$ cat src/rtl/channel_pkg.sv
// ----------------------------------------------------------------------------
// channel_pkg -- shared types and constants for the channel arbiter.
// Revision: 1.0
// ----------------------------------------------------------------------------
`default_nettype none

package channel_pkg;

  typedef enum logic [2:0] {
    ST_IDLE        = 3'd0,
    ST_START       = 3'd1,
    ST_WAIT_ACTIVE = 3'd2,
    ST_BUSY        = 3'd3,
    ST_DONE        = 3'd4
  } state_e;

  localparam int STATUS_DE_BIT  = 5;
  localparam int STATUS_CE_BIT  = 4;

  localparam int FLAG_NO_STATUS = 0;
  localparam int FLAG_TIMEOUT   = 1;

endpackage

`default_nettype wire

$ cat src/rtl/channel_rr_pick.sv
// ----------------------------------------------------------------------------
// channel_rr_pick -- combinational round-robin pick, search starts after last.
// Revision: 1.0
// ----------------------------------------------------------------------------
`default_nettype none

module channel_rr_pick #(
  parameter int NUM_REQ = 4,
  parameter int IDX_W   = 2
) (
  input  logic [NUM_REQ-1:0] req_i,
  input  logic [IDX_W-1:0]   last_grant_i,
  output logic               any_o,
  output logic [NUM_REQ-1:0] grant_o,
  output logic [IDX_W-1:0]   grant_idx_o
);

  int               cand;
  logic [IDX_W-1:0] idx;

  // Scan from the farthest offset down so the nearest requester wins.
  always_comb begin
    any_o       = 1'b0;
    grant_o     = '0;
    grant_idx_o = '0;
    cand        = 0;
    idx         = '0;
    for (int off = NUM_REQ; off >= 1; off--) begin
      cand = int'(last_grant_i) + off;
      if (cand >= NUM_REQ) cand = cand - NUM_REQ;
      idx = cand[IDX_W-1:0];
      if (req_i[idx]) begin
        any_o       = 1'b1;
        grant_o     = '0;
        grant_o[idx] = 1'b1;
        grant_idx_o = idx;
      end
    end
  end

endmodule

`default_nettype wire

$ cat src/rtl/channel_arbiter.sv
// ----------------------------------------------------------------------------
// channel_arbiter -- round-robin owner of a shared channel; optional busy
// watchdog enabled by CHANNEL_ARB_TIMEOUT_EN.   Revision: 1.0
// ----------------------------------------------------------------------------
`default_nettype none

module channel_arbiter
  import channel_pkg::*;
#(
  parameter int NUM_REQ        = 4,
  parameter int TIMEOUT_CYCLES = 1024
) (
  input  logic                 clk,
  input  logic                 reset,
  input  logic [NUM_REQ-1:0]   req_valid,
  input  logic [8*NUM_REQ-1:0] req_addr,
  input  logic [8*NUM_REQ-1:0] req_command,
  input  logic [NUM_REQ-1:0]   req_stop,
  output logic [NUM_REQ-1:0]   grant,
  output logic [NUM_REQ-1:0]   done,
  output logic [7:0]           done_status,
  output logic [1:0]           done_flags,
  output logic [7:0]           chan_addr,
  output logic [7:0]           chan_command,
  output logic                 chan_start,
  output logic                 chan_stop,
  input  logic                 chan_active,
  input  logic [7:0]           chan_status_tdata,
  input  logic                 chan_status_tvalid
);

  localparam int IDX_W = $clog2(NUM_REQ);

  if (NUM_REQ < 2 || NUM_REQ > 8 || TIMEOUT_CYCLES < 1) begin : g_bad_params
    $error("channel_arbiter: parameter out of range");
  end

  state_e             state_q, state_d;
  logic [NUM_REQ-1:0] grant_q, grant_d;
  logic [IDX_W-1:0]   owner_q, owner_d;
  logic [IDX_W-1:0]   last_q, last_d;
  logic [7:0]         addr_q, addr_d;
  logic [7:0]         cmd_q, cmd_d;
  logic [7:0]         status_q, status_d;
  logic               seen_q, seen_d;
  logic               stop_prev_q;
  logic               chan_stop_q, chan_stop_d;
  logic [7:0]         done_status_q, done_status_d;
  logic               nostat_q, nostat_d;

  logic               pick_any;
  logic [NUM_REQ-1:0] pick_grant;
  logic [IDX_W-1:0]   pick_idx;
  logic [7:0]         sel_addr, sel_cmd;
  logic               owner_stop;

`ifdef CHANNEL_ARB_TIMEOUT_EN
  localparam int               CNT_W    = $clog2(TIMEOUT_CYCLES + 1);
  localparam logic [CNT_W-1:0] TO_LIMIT = CNT_W'(TIMEOUT_CYCLES);
  logic [CNT_W-1:0] cnt_q, cnt_d;
  logic             to_q, to_d;
  logic             done_to_q, done_to_d;
`endif

  channel_rr_pick #(
    .NUM_REQ (NUM_REQ),
    .IDX_W   (IDX_W)
  ) u_pick (
    .req_i        (req_valid),
    .last_grant_i (last_q),
    .any_o        (pick_any),
    .grant_o      (pick_grant),
    .grant_idx_o  (pick_idx)
  );

  always_comb begin
    sel_addr = '0;
    sel_cmd  = '0;
    for (int i = 0; i < NUM_REQ; i++) begin
      if (pick_idx == IDX_W'(i)) begin
        sel_addr = req_addr[8*i +: 8];
        sel_cmd  = req_command[8*i +: 8];
      end
    end
  end

  assign owner_stop = |(req_stop & grant_q);

  always_comb begin
    state_d       = state_q;
    grant_d       = grant_q;
    owner_d       = owner_q;
    last_d        = last_q;
    addr_d        = addr_q;
    cmd_d         = cmd_q;
    status_d      = status_q;
    seen_d        = seen_q;
    chan_stop_d   = 1'b0;
    done_status_d = done_status_q;
    nostat_d      = nostat_q;
`ifdef CHANNEL_ARB_TIMEOUT_EN
    cnt_d         = cnt_q;
    to_d          = to_q;
    done_to_d     = done_to_q;
`endif
    case (state_q)
      ST_IDLE: begin
        if (pick_any) begin
          state_d = ST_START;
          grant_d = pick_grant;
          owner_d = pick_idx;
          addr_d  = sel_addr;
          cmd_d   = sel_cmd;
        end
      end
      ST_START: state_d = ST_WAIT_ACTIVE;
      ST_WAIT_ACTIVE: begin
        if (chan_active) begin
          state_d  = ST_BUSY;
          status_d = '0;
          seen_d   = 1'b0;
`ifdef CHANNEL_ARB_TIMEOUT_EN
          cnt_d    = '0;
          to_d     = 1'b0;
`endif
        end
      end
      ST_BUSY: begin
        if (chan_status_tvalid) begin
          status_d = chan_status_tdata;
          seen_d   = 1'b1;
        end
        if (owner_stop && !stop_prev_q) chan_stop_d = 1'b1;
`ifdef CHANNEL_ARB_TIMEOUT_EN
        // Counter saturates at the limit so the watchdog stop fires only once.
        if (cnt_q != TO_LIMIT) begin
          cnt_d = cnt_q + CNT_W'(1);
          if (cnt_d == TO_LIMIT && chan_active) begin
            chan_stop_d = 1'b1;
            to_d        = 1'b1;
          end
        end
`endif
        if (!chan_active) begin
          state_d       = ST_DONE;
          done_status_d = status_d;
          nostat_d      = !seen_d;
`ifdef CHANNEL_ARB_TIMEOUT_EN
          done_to_d     = to_d;
`endif
        end
      end
      ST_DONE: begin
        state_d = ST_IDLE;
        grant_d = '0;
        last_d  = owner_q;
      end
      default: state_d = ST_IDLE;
    endcase
  end

  always_ff @(posedge clk or posedge reset) begin
    if (reset) begin
      state_q       <= ST_IDLE;
      grant_q       <= '0;
      owner_q       <= '0;
      last_q        <= IDX_W'(NUM_REQ - 1);
      addr_q        <= '0;
      cmd_q         <= '0;
      status_q      <= '0;
      seen_q        <= 1'b0;
      stop_prev_q   <= 1'b0;
      chan_stop_q   <= 1'b0;
      done_status_q <= '0;
      nostat_q      <= 1'b0;
`ifdef CHANNEL_ARB_TIMEOUT_EN
      cnt_q         <= '0;
      to_q          <= 1'b0;
      done_to_q     <= 1'b0;
`endif
    end else begin
      state_q       <= state_d;
      grant_q       <= grant_d;
      owner_q       <= owner_d;
      last_q        <= last_d;
      addr_q        <= addr_d;
      cmd_q         <= cmd_d;
      status_q      <= status_d;
      seen_q        <= seen_d;
      stop_prev_q   <= owner_stop;
      chan_stop_q   <= chan_stop_d;
      done_status_q <= done_status_d;
      nostat_q      <= nostat_d;
`ifdef CHANNEL_ARB_TIMEOUT_EN
      cnt_q         <= cnt_d;
      to_q          <= to_d;
      done_to_q     <= done_to_d;
`endif
    end
  end

  assign grant        = grant_q;
  assign done         = (state_q == ST_DONE) ? grant_q : '0;
  assign chan_start   = (state_q == ST_START);
  assign chan_stop    = chan_stop_q;
  assign chan_addr    = addr_q;
  assign chan_command = cmd_q;
  assign done_status  = done_status_q;
  assign done_flags[FLAG_NO_STATUS] = nostat_q;
`ifdef CHANNEL_ARB_TIMEOUT_EN
  assign done_flags[FLAG_TIMEOUT]   = done_to_q;
`else
  assign done_flags[FLAG_TIMEOUT]   = 1'b0;
`endif

endmodule

`default_nettype wire

$ cat config.mk
export PLATFORM = sky130hd
export DESIGN_NAME = channel_arbiter
export DESIGN_NICKNAME = d
export VERILOG_FILES = /design/src/rtl/channel_pkg.sv /design/src/rtl/channel_rr_pick.sv /design/src/rtl/channel_arbiter.sv
export SDC_FILE = /design/constraint.sdc
export NUM_CORES = 1
export LEC_CHECK = 0
export BUFFER_PORTS_ARGS = -buffer_cell sky130_fd_sc_hd__buf_2
export CAP_MARGIN = 20
export CORE_MARGIN = 2
export CORE_UTILIZATION = 44
export DETAILED_ROUTE_END_ITERATION = 10
export HOLD_SLACK_MARGIN = 0.12
export PLACE_DENSITY = 0.76
export SKIP_CTS_REPAIR_TIMING = 1
export SYNTH_ARGS = -nofsm -noshare
export SYNTH_HDL_FRONTEND = slang
export SYNTH_SLANG_ARGS = --single-unit
export TNS_END_PERCENT = 10
$ cat constraint.sdc
create_clock -name clk -period 3 [get_ports clk]
set_clock_uncertainty 0.05 [all_clocks]
set_input_delay 0.75 -clock clk [delete_from_list [all_inputs] [get_ports clk]]
set_output_delay 0.75 -clock clk [all_outputs]
set_load 0.005 [all_outputs]
==> impl_metrics.py <==
metrics = {
    "pwr": {
        "power_leakage_nw": 1.82,
        "sequentialPowerShare_pct": 31.2,
        "power.switching_mw": 1.53,
        "p_int_mw": 2.12,
        "p_comb_share_pct": 55.7,
        "p_sw_share_pct": 41.9,
        "peakVddDrop_v": 0.000401,
        "pwr_density_cell_mw_per_mm2": 962,
        "clkPwrFrac_pct": 13.1,
    },
    "place": {
        "dp_hpwl_um": 5410,
        "io_buffer_count": 118,
        "place.gp.congestion": 0.817,
        "dp_slack_ns": 0.256,
    },
    "critical_path": {
        "slowest_delay_ns": 0.54,
        "rr_worst_depth": 9,
        "reg2reg_to": "chan_command[7]",
        "end_kind": "register",
        "startpoint": "last_q[1]",
        "start_kind": "register",
        "r2r_start": "last_q[1]",
        "cp_common_cell": "buf_4",
        "crit_chain": "inv_1 > ha_1 > nand3b_1 > a222oi_1 > buf_4 > nor3_4 > buf_4 > mux2i_1 > a211oi_2",
        "worstPathArrival_ns": 2.88,
        "crit_fanout": 16,
        "rrSetupSlack_ns": 0.28,
        "endpoint": "chan_command[7]",
        "cp.required_ns": 3.16,
        "crit_slowest_cell": "dfstp_2",
        "criticalPathCategory": "reg -> reg",
    },
    "clock_tree": {
        "cts_tree": "done",
        "numCtsBuffers": 5,
        "h-tree-depth": 2,
        "cts.sinks": 47,
        "cts_max_path_buffers": 2,
        "cts.reportedPaths.clkPinSlew_ns": 0.09,
        "root_buffer": "clkbuf_8",
        "clock_latency_ns": 0.29,
    },
    "detailed_routing": {
        "vias": 2699,
        "routed_via_density": 5.40,
        "wl_per_cell_um": 14.3,
        "drt_first_pass_iters": 4,
        "final_antenna_net_count": 0,
        "wl_um": 7160,
        "drc_errors": 0,
        "drtIter0Drc": 82,
    },
    "sta": {
        "worstMarginPinSlew_ns": 0.615,
        "slew_violations": 0,
        "maxSlewHeadroom_pct": 58.6,
        "period_minus_slack_ns": 2.72,
        "period_share_pct": 90.8,
        "tns_ns": 0,
        "layout_setup_ws_ns": 0.277,
        "fmax_ghz": 0.367,
        "setup_viol": 0,
        "hold_viol_final": 0,
        "grt_setup_unrepaired": "no",
    },
    "layout": {
        "fin_nets": 511,
        "area_growth_pct": 25.7,
        "diodes": 0,
        "drive_gt1_share_pct": 39.8,
        "fillers": 625,
    },
    "die": {
        "rows": 30,
        "die_w_um": 86.8,
        "core_area_mm2": 0.00672,
        "ios": 120,
        "die_area_mm2": 0.00753,
        "start_util_pct": 44.8,
        "dieHeight_um": 86.8,
    },
    "synthesis": {
        "synth-edff-count": 0,
        "yosysWarnings": 0,
        "synth_nets": 398,
        "ys_seq_area_share_pct": 39.1,
        "syn_area_mm2": 0.00301,
        "syn_inst": 306,
        "synthFlopType": "dfrtp_1",
        "syn_avg_cell_area_um2": 9.85,
        "ys_async_sr_fraction_pct": 100,
        "ys_types": 45,
        "ys_ff_latch": 47,
    },
    "min_path": {
        "hold_class": "in -> async",
    },
    "grt": {
        "grt_max_degree": 48,
        "antenna_found_initial": 0,
        "grt_use_total_pct": 19.9,
        "grt_pass1_wl_um": 12000,
        "grt_pass1_vias": 2570,
        "grt_overflow": 0,
    },
    "run": {
        "maxCapViolations": 0,
    },
    "run_status": {
        "status": "finished, final reports clean",
    },
}
[cell families (layout without fill, tap and decap cells)]
family | Yosys count | count (layout) | share of synthesized area (%)
flops | 47 | 47 | 39.1
mux | 36 | 36 | 13.1
compound gates | 84 | 84 | 21.8
other cells | 1 | 1 | 0.124
fa+ha+maj | 8 | 8 | 3.32
simple gates | 83 | 83 | 14.9
buf+inv | 47 | 161 | 7.68
[area by class of cell]
class	instances	area, um^2	share of cell area [%]
Inverter	22	82.6	2.18
Tap cell	80	100	2.64
Timing Repair Buffer	131	701	18.5
Sequential cell	47	1180	31.1
Clock inverter	3	47.5	1.26
Clock buffer	5	68.8	1.82
Multi-Input combinational cell	212	1610	42.5
[how the worst min path moves through the flow]
| stage | to | slack [ns] | from |
|---|---|---|---|
| 3_3_place_gp | chan_stop | 0.35 | stop_prev_q |
| 3_5_place_dp | chan_stop | 0.37 | stop_prev_q |
| 2_1_floorplan | chan_stop | 0.33 | stop_prev_q |
| 5_1_grt | done_status[0] | 0.26 | reset |
| 4_1_cts | chan_stop | 0.38 | stop_prev_q |
| 6_report | done_status[0] | 0.27 | reset |
[stage by stage]
stage / cell area [um^2] / cells / power, mW / utilization (%) / hold WS (ns)
after floorplan: 3010 / 306 / 2.60 / - / 0.333
after detailed placement: 3650 / 491 / 3.20 / 54.3 / 0.370
final: 3790 / 500 / 3.64 / 56.4 / 0.272
after CTS: 3770 / 499 / 3.68 / 56.1 / 0.378
after global routing: 3790 / 500 / 3.97 / 56.4 / 0.262
after global placement: 3650 / 491 / 3.14 / 54.3 / 0.345
[state kept, by name, indices dropped and copies added, names as in the netlist]
register,flops
stop_prev_q,1
seen_q,1
grant,4
status_q,8
nostat_q,1
state_q,3
chan_stop,1
done_status,8
last_q,2
owner_q,2
chan_command,8
chan_addr,8
[layer usage]
| metal | wire length, um | track usage [%] | vias to the layer above | part of all wire [%] |
|---|---|---|---|---|
| li1 | - | - | 1350 | - |
| met1 | 3320 | 26.5 | 1253 | 46 |
| met2 | 3390 | 33.9 | 94 | 47 |
| met3 | 434 | 4.57 | 2 | 6.1 |
| met4 | 22 | 2.98 | 0 | 0.31 |
| met5 | 0 | 0 | - | 0 |
[synth_stat cells (2+ instances only)]
cell	count	area share (%)
dfrtp_1	45	37
nor2_1	30	3.7
mux2i_1	29	9.6
a211oi_1	27	6.7
inv_1	22	2.7
nor4_1	18	3.7
a21oi_1	16	2.7
clkbuf_1	12	1.5
a22o_1	11	3.2
nand2_1	11	1.4
a211oi_2	9	3.7
o21ai_0	9	1.5
ha_1	8	3.3
and3_1	5	1.0
buf_2	5	0.83
buf_6	5	1.9
mux2_2	4	1.5
nand3_1	4	0.66
buf_4	3	0.75
a22oi_1	2	0.50
dfstp_2	2	1.7
mux4_2	2	1.5
nand3b_1	2	0.50
nor2b_1	2	0.42
nor3b_1	2	0.50
or3_1	2	0.42
[cells in the final DEF, fill, tap and decap left out, types with 4 or more instances in the layout]
cell	n
buf_2	118
dfrtp_1	45
nor2_1	30
mux2i_1	29
a211oi_1	27
inv_1	21
nor4_1	17
a21oi_1	16
buf_4	12
nand2_1	11
a22o_1	11
o21ai_0	9
a211oi_2	9
ha_1	8
and3_1	5
clkbuf_8	5
mux2_2	4
nand3_1	4
[worst max-delay path: cells and delay by family (launching register included)]
family	cells	cell delay, ns
simple gates	2	0.17
flops	1	0.54
compound gates	2	0.66
buf+inv	3	0.51
mux	1	0.18
fa+ha+maj	1	0.53
[power by group through the flow]
stage	sequential, mW	clock, mW	combinational [mW]
CTS	1.14	0.492	2.05
global route	1.18	0.517	2.28
floorplan	1.14	0	1.47
global placement	1.14	0	2.00
detailed placement	1.15	0	2.05
finish	1.14	0.477	2.03
No activity file was read; power rests on OpenSTA's default activity.
